**src/rtl/divider_if.sv**
```systemverilog
// Request/response bundle between the multdiv control logic and the divider.
// Valid/ready semantics: ctrl_DIV is a one-edge start request that is always accepted
// (it also aborts any operation in flight); data_resultRDY is a one-cycle completion
// strobe with no back-pressure, and data_result/data_exception are valid while it is high.
interface divider_if;
    logic        ctrl_DIV;
    logic [31:0] data_operandA;
    logic [31:0] data_operandB;
    logic [31:0] data_result;
    logic        data_exception;
    logic        data_resultRDY;

    modport master (
        output ctrl_DIV,
        output data_operandA,
        output data_operandB,
        input  data_result,
        input  data_exception,
        input  data_resultRDY
    );

    modport slave (
        input  ctrl_DIV,
        input  data_operandA,
        input  data_operandB,
        output data_result,
        output data_exception,
        output data_resultRDY
    );
endinterface

```
**src/rtl/divider.sv**
```systemverilog
// Sequential 32-bit signed divider: radix-2 restoring division on magnitudes,
// one quotient bit per cycle, quotient truncated toward zero.
module divider (
    input  logic       clock,
    input  logic       reset,
    divider_if.slave   bus,
    output logic [1:0] o_dbg_state
);

    typedef enum logic [1:0] {
        S_IDLE = 2'd0,
        S_RUN  = 2'd1,
        S_DONE = 2'd2
    } state_t;

    state_t      r_state;
    state_t      w_state_nxt;
    logic [5:0]  r_cnt;
    logic [31:0] r_div;
    logic [63:0] r_rq;
    logic        r_sign;
    logic        r_exc;
    logic [31:0] r_result;

    logic [31:0] w_a_mag;
    logic [31:0] w_b_mag;
    logic        w_div_zero;
    logic        w_ovf;
    logic        w_special;
    logic        w_last;
    logic [32:0] w_rem_sh;
    logic        w_ge;
    logic [31:0] w_diff;
    logic [63:0] w_rq_nxt;
    logic [31:0] w_quot_signed;

    // Magnitudes are taken as unsigned, so the most negative value maps to 0x80000000.
    assign w_a_mag    = bus.data_operandA[31] ? (~bus.data_operandA + 32'd1) : bus.data_operandA;
    assign w_b_mag    = bus.data_operandB[31] ? (~bus.data_operandB + 32'd1) : bus.data_operandB;
    assign w_div_zero = (bus.data_operandB == 32'd0);
    assign w_ovf      = (bus.data_operandA == 32'h8000_0000) && (bus.data_operandB == 32'hFFFF_FFFF);
    assign w_special  = w_div_zero | w_ovf;
    assign w_last     = (r_cnt == 6'd31);

    // Shifted remainder kept 33 bits wide so the trial subtract never loses a carry.
    assign w_rem_sh      = r_rq[63:31];
    assign w_ge          = (w_rem_sh >= {1'b0, r_div});
    assign w_diff        = w_rem_sh[31:0] - r_div;
    assign w_rq_nxt      = w_ge ? {w_diff, r_rq[30:0], 1'b1} : {r_rq[62:0], 1'b0};
    assign w_quot_signed = r_sign ? (~w_rq_nxt[31:0] + 32'd1) : w_rq_nxt[31:0];

    always_comb begin
        w_state_nxt = r_state;
        case (r_state)
            S_IDLE:  w_state_nxt = S_IDLE;
            S_RUN:   if (w_last) w_state_nxt = S_DONE;
            S_DONE:  w_state_nxt = S_IDLE;
            default: w_state_nxt = S_IDLE;
        endcase
        if (bus.ctrl_DIV) begin
            w_state_nxt = w_special ? S_DONE : S_RUN;
        end
    end

    always_ff @(posedge clock or negedge reset) begin
        if (!reset) begin
            r_state <= S_IDLE;
        end else begin
            r_state <= w_state_nxt;
        end
    end

    always_ff @(posedge clock or negedge reset) begin
        if (!reset) begin
            r_cnt    <= 6'd0;
            r_div    <= 32'd0;
            r_rq     <= 64'd0;
            r_sign   <= 1'b0;
            r_exc    <= 1'b0;
            r_result <= 32'd0;
        end else if (bus.ctrl_DIV) begin
            r_rq   <= {32'd0, w_a_mag};
            r_div  <= w_b_mag;
            r_sign <= bus.data_operandA[31] ^ bus.data_operandB[31];
            r_cnt  <= 6'd0;
            if (w_div_zero) begin
                r_result <= 32'd0;
                r_exc    <= 1'b1;
            end else if (w_ovf) begin
                r_result <= 32'h8000_0000;
                r_exc    <= 1'b1;
            end
        end else if (r_state == S_RUN) begin
            r_rq  <= w_rq_nxt;
            r_cnt <= r_cnt + 6'd1;
            if (w_last) begin
                r_result <= w_quot_signed;
                r_exc    <= 1'b0;
            end
        end
    end

    assign bus.data_result    = r_result;
    assign bus.data_exception = r_exc;
    assign bus.data_resultRDY = (r_state == S_DONE);
    assign o_dbg_state        = r_state;

endmodule
```
**src/flat_wrapper.sv**
```systemverilog
// flat-port wrapper written by rule: the top's interface ports become plain ports
module divider_flat 
  (clock, reset, o_dbg_state, bus_ctrl_DIV, bus_data_operandA, bus_data_operandB, bus_data_result, bus_data_exception, bus_data_resultRDY);
  divider_if bus_i ();
  input  logic clock;
  input  logic reset;
  output logic [1:0] o_dbg_state;
  input wire logic [$bits(bus_i.ctrl_DIV)-1:0] bus_ctrl_DIV;
  input wire logic [$bits(bus_i.data_operandA)-1:0] bus_data_operandA;
  input wire logic [$bits(bus_i.data_operandB)-1:0] bus_data_operandB;
  output wire logic [$bits(bus_i.data_result)-1:0] bus_data_result;
  output wire logic [$bits(bus_i.data_exception)-1:0] bus_data_exception;
  output wire logic [$bits(bus_i.data_resultRDY)-1:0] bus_data_resultRDY;
  assign bus_i.ctrl_DIV = bus_ctrl_DIV;
  assign bus_i.data_operandA = bus_data_operandA;
  assign bus_i.data_operandB = bus_data_operandB;
  assign bus_data_result = bus_i.data_result;
  assign bus_data_exception = bus_i.data_exception;
  assign bus_data_resultRDY = bus_i.data_resultRDY;
  divider u_core (.clock(clock), .reset(reset), .bus(bus_i), .o_dbg_state(o_dbg_state));
endmodule
```
**config.mk**
```make
export PLATFORM = sky130hd
export DESIGN_NAME = divider_flat
export DESIGN_NICKNAME = d
export VERILOG_FILES = /design/src/rtl/divider_if.sv /design/src/rtl/divider.sv /design/src/flat_wrapper.sv
export SDC_FILE = /design/constraint.sdc
export NUM_CORES = 1
export LEC_CHECK = 0
export BUFFER_PORTS_ARGS = -buffer_cell sky130_fd_sc_hd__buf_2
export CAP_MARGIN = 20
export CELL_PAD_IN_SITES_DETAIL_PLACEMENT = 1
export CELL_PAD_IN_SITES_GLOBAL_PLACEMENT = 2
export CORE_ASPECT_RATIO = 1.4
export CORE_MARGIN = 5
export CORE_UTILIZATION = 36
export CTS_CLUSTER_DIAMETER = 50
export CTS_CLUSTER_SIZE = 24
export DETAILED_ROUTE_END_ITERATION = 6
export PLACE_DENSITY_LB_ADDON = 0.25
export RECOVER_POWER = 100
export SYNTH_ARGS = -nofsm -noshare
export SYNTH_HDL_FRONTEND = slang
export SYNTH_SLANG_ARGS = --single-unit
```
**constraint.sdc**
```tcl
create_clock -name clock -period 5.4 [get_ports clock]
set_clock_uncertainty 0.15 [all_clocks]
set_input_delay 0.27 -clock clock [delete_from_list [all_inputs] [get_ports clock]]
set_output_delay 0.27 -clock clock [all_outputs]
set_load 0.005 [all_outputs]
```
**Word-level counts from Yosys, hierarchy flattened**

Index checks and enable logic that the tools add are counted.

- Output and inout bits: 36
- Input port bits: 67
- Register bits: 138

- $lt $le $gt $ge: 1
- $add $sub $neg: 5
- Reduce and logical (&&, ||, !) cells: 5
- Bitwise operators: 5
- Mux-type cells: 22
- Eq/ne operators: 7

Operator list:

| kind | number |
|---|---|
| $mux 32 | 8 |
| $mux 64 | 3 |
| $add 32x1->32 const B | 3 |
| $not 32->32 | 3 |
| $eq 32x32->1 const B | 2 |
| $ge 33x32->1 | 1 |
| $logic_not 32->1 | 1 |
| $sub 32x32->32 | 1 |
| $mux 6 | 2 |
| $mux 2 | 4 |
| $add 6x1->6 const B | 1 |
| $eq 6x5->1 const B | 1 |
| $mux 1 | 5 |
| $reduce_bool 2->1 | 2 |
| $ne 3x1->1 const B | 1 |
| $ne 3x2->1 const B | 1 |
| $reduce_and 3->1 | 1 |
| $eq 2x1->1 const B | 1 |
| $eq 2x2->1 const B | 1 |
| $logic_and 1x1->1 | 1 |
| $or 1x1->1 | 1 |
| $xor 1x1->1 | 1 |

**Longest topological paths before layout**

- Depth in word-level cells: 8
- Gate-level depth with buffers: 19
- Depth with buffers taken out: 16

**Worst setup path before layout**

OpenSTA, ideal clock, no wires.

- Path type: register to register
- Start: register u_core.r_rq[40]
- End: register u_core.r_result[26], in the netlist u_core.bus.data_result[26]
- Cell stages (with the launch flop): 18
- Clock period less this slack: 3869 ps
- Buffers on the path: 2
- Setup time: 121 ps
- Data arrival time: 3598 ps
- Slack: 1531 ps
- Required time: 5129 ps
- Cell sequence: dfrtp_1 ha_1 nand3_1 or3_1 a211o_1 nand3_1 o22ai_1 o31ai_1 inv_1 clkbuf_1 clkbuf_1 ha_1 nand2_1 inv_1 nand2_1 o31ai_1 xnor2_1 a22o_1

- Cells in the longest elaborated chain, start to end: 8

Ends and longest elaborated chain:

| item | line | source |
|---|---|---|
| start: declaration | divider.sv:20 | `logic [63:0] r_rq;` |
| start signal: assignment | divider.sv:82 | `r_rq <= {32'd0, w_a_mag};` |
| start signal: assignment | divider.sv:94 | `r_rq <= w_rq_nxt;` |
| $ge 33x32->1 | divider.sv:47 | `assign w_ge = (w_rem_sh >= {1'b0, r_div});` |
| $mux 64 | divider.sv:49 | `assign w_rq_nxt = w_ge ? {w_diff, r_rq[30:0], 1'b1} : {r_rq[62:0], 1'b0};` |
| $not 32->32 | divider.sv:50 | `assign w_quot_signed = r_sign ? (~w_rq_nxt[31:0] + 32'd1) : w_rq_nxt[31:0];` |
| $add 32x1->32 | divider.sv:50 |  |
| $mux 32 | divider.sv:50 |  |
| $mux 32 | divider.sv:96 | `if (w_last) begin` |
| $mux 32 | divider.sv:93 | `end else if (r_state == S_RUN) begin` |
| $mux 32 | divider.sv:81 | `end else if (bus.ctrl_DIV) begin` |
| end signal: assignment | divider.sv:97 | `r_result <= w_quot_signed;` |
| end: declaration | divider.sv:23 | `logic [31:0] r_result;` |

Every way passes these cells. The select of a mux whose other input is x is not followed.
A chain may end at the register's enable or synchronous reset.

**Final worst setup path**

- Start: register u_core.r_rq[47]
- End: register u_core.r_rq[63]

- Cells in the longest elaborated chain, start to end: 4
- Elaborated cells on any way between the ends: 5
- Those cells by class: add/sub (1); order compare (1); mux (3)

Ends and longest elaborated chain:

| item | line |
|---|---|
| $sub 32x32->32 or $ge 33x32->1 (tied branches) | divider.sv:48, divider.sv:47 |
| $mux 64 * | divider.sv:49 |
| $mux 64 * | divider.sv:93 |
| $mux 64 * | divider.sv:81 |

Every way passes the cells marked *; elsewhere a longest branch is shown, timed or not. The select of a mux whose other input is x is not followed.

==> flow_summary.ini <==
[drt]
routedWlPerCell_microns = 19.34
final_antenna_net_count = 0
drcViolationCount = 0
drt-initial-drc-count = 289
first_pass_iters = 4
wl_met2_microns = 15240
highest_layer = met4
wl_met1_microns = 12950
drt_wl_total_microns = 29760
vias = 8611
vias_per_cell = 5.595
wl_met3_microns = 795

[critical_path]
worst_r2r_path_depth = 12
cp-start-kind = flop
endpoint = u_core.r_rq[63]
rr_startpoint = u_core.r_rq[47]
crit_required_ns = 5.57
critPathLaunch = u_core.r_rq[47]
r2r_end = u_core.r_rq[63]
end_kind = flop
r2r_setup_slack_ns = 0.71
path_max_fanout = 28
path_class = flop to flop
worstPathArrival_ns = 4.86

[clock_tree]
htreeDepth = 4
cts_root_buf = clkbuf_16
clkTransAtPathRegs_ns = 0.07
cts_made_buffers = 17
clk_latency_ns = 0.43
tritoncts = done
clock_path_buffers = 2
clock_sinks = 138

[sta]
max_freq_mhz = 213.4
maxSlewHeadroom = -1.070
hold_slack_ns = 0.02532
tns_ns = 0
period_needed_ns = 4.686
setup_viol = 0
slew_viol_final = 244
finalCritPeriodShare = 0.8677
hold_viol = 0
grt_setup_unrepaired = no
worstMarginPinSlew_ns = 3.106

[pwr]
ir_drop_mv = 0.2023
p_per_area_nw_per_um2 = 331.6
total_power_mw = 3.606
p_leak_nw = 4.788

[synthesis]
yosysTopAreaCell = dfrtp_1
syn_avg_cell_area_sq_um = 8.427
syn-cell-area_sq_um = 9530
async_flop_share = 1.000
ys_ff_latch = 138
synth_edf_count = 0
ys_seq_area_frac = 0.3623
synth.distinct_cells = 62
synth_area_leaders = dfrtp_1, nand2_1, xnor2_1, ha_1, xor2_1
netlist_instances = 1131
ys.flop_type = dfrtp_1
synth_nets = 1236
synth_top_area_frac = 0.3623
yosysWarnings = 0

[place]
gp_congestion = 0.8924
placedCellCount = 1504
hpwl_microns = 21840
io_buffer_count = 102

[min_path]
hold_depth = 3
hp-class = input pin to flop

[global_routing]
grt_pass1_wl_microns = 49020
grt_max_degree = 75
antenna_found_initial = 0
grt_pass1_vias = 9110
grt_usage = 0.2032
overflow = 0

[die]
dieArea_sq_um = 29870
coreArea_sq_um = 26100
io_pins = 103
start_util = 0.3651
row_count = 70
die_width_microns = 147.5
die_y_microns = 202.5

[outcome]
outcome = finished with violations
violations = capacitance limit, slew limit

[cells_and_area]
final_nets = 1307
utilization = 0.4166
fin_cells = 1539
fill_cells = 3136
layout-drive-gt1-share = 0.1111
synthToLayoutAreaGrowth_pct = 14.10
antenna_cells = 0
most-common-layout-cells = nand2_1, dfrtp_1, nor2_1
final_common_cell = nand2_1

[run]
max_cap_violations = 5
cells in the mapped netlist (4+ instances only):
cell type	n
and3_1	7
inv_1	52
o211ai_1	7
ha_1	37
nand2_1	152
nor4_1	8
or2_2	7
dfrtp_1	138
nand3_1	16
nor3_1	9
o31ai_2	4
xor2_1	52
nor2b_1	8
a311oi_1	11
a211oi_1	9
o31ai_1	45
or4_1	12
clkbuf_1	46
buf_1	12
a21o_1	9
o41ai_1	16
mux2i_1	25
nand4_1	16
and4_1	4
nand2b_1	6
or3_1	15
o21a_1	5
a21oi_1	82
o21ai_0	79
o21bai_1	4
a22o_1	18
xnor2_1	63
nor2_1	92
a31oi_1	20
report_power, final:
part / internal, mW / switching, mW
registers: 1.16 / 0.131
clock network: 0.743 / 0.496
logic: 0.413 / 0.667
total: 2.31 / 1.29
worst max-delay path, stage by stage (launching register included):
cell and delay (ns):
dfrtp_1 0.40, ha_1 0.41, nand2_1 0.14, or4_1 0.52, o41ai_1 0.67, o221ai_1 0.24, o211a_1 0.18, o31ai_1 0.13
inv_1 0.12, clkbuf_1 0.68, or4_1 0.73, mux2i_1 0.15, nor2_1 0.06
worst min path at each step:
stage                                     start                        end  slack (ns)
after detailed placement                  reset             u_core.r_rq[9]        0.11
after CTS                 bus_data_operandA[26]            u_core.r_rq[26]        0.01
after global routing      bus_data_operandA[15]            u_core.r_rq[15]        0.05
after floorplan                           reset  u_core.bus.data_exception       -0.18
after global placement                    reset             u_core.r_rq[9]        0.11
final                      bus_data_operandA[0]             u_core.r_rq[0]        0.03
timing repair:
item                      4_1_cts  5_1_grt
hold buffers                    2        0
hold endpoints to repair       50        0
gates resized for setup         0        0
buffers inserted                0        0
cell families (layout without fill, tap and decap cells):
group           count (synthesis)  after routing  synth area share
compound gates                338            338            0.2325
xor+xnor                      115            115            0.1057
fa+ha+maj                      38             38           0.05068
buf+inv                       116            200           0.04831
flops                         138            138            0.3623
mux                            26             26           0.02744
simple gates                  360            360            0.1730
state kept, by name, indices dropped and copies added (netlist names):
signal,count
u_core.r_rq,64
u_core.bus.data_result,32
u_core.r_div,32
u_core.r_cnt,6
u_core.o_dbg_state,2
u_core.bus.data_exception,1
u_core.r_sign,1
per-layer routing:
metal | vias up | global-route usage
met1 | 4235 | 0.2452
met4 | 0 | 0.07195
li1 | 4199 | -
met2 | 139 | 0.3687
met3 | 38 | 0.02657
met5 | - | 0
metrics by stage:
step,cell area (sq um),worst slack [ns]
after floorplan,9530,1.531
after global placement,10300,1.156
after detailed placement,10300,1.145
after CTS,10930,1.081
after global routing,10870,0.4035
final,10870,0.7142
area by class of cell:
cell class	count	area (sq um)	share of cell area
Clock buffer	19	442.9	0.04073
Sequential cell	138	3453	0.3176
Inverter	53	198.9	0.01829
Multi-Input combinational cell	877	5625	0.5173
Clock inverter	13	165.2	0.01519
Tap cell	324	405.4	0.03728
Timing Repair Buffer	115	583.1	0.05362
Note: power is estimated with default switching activity, not from simulation.
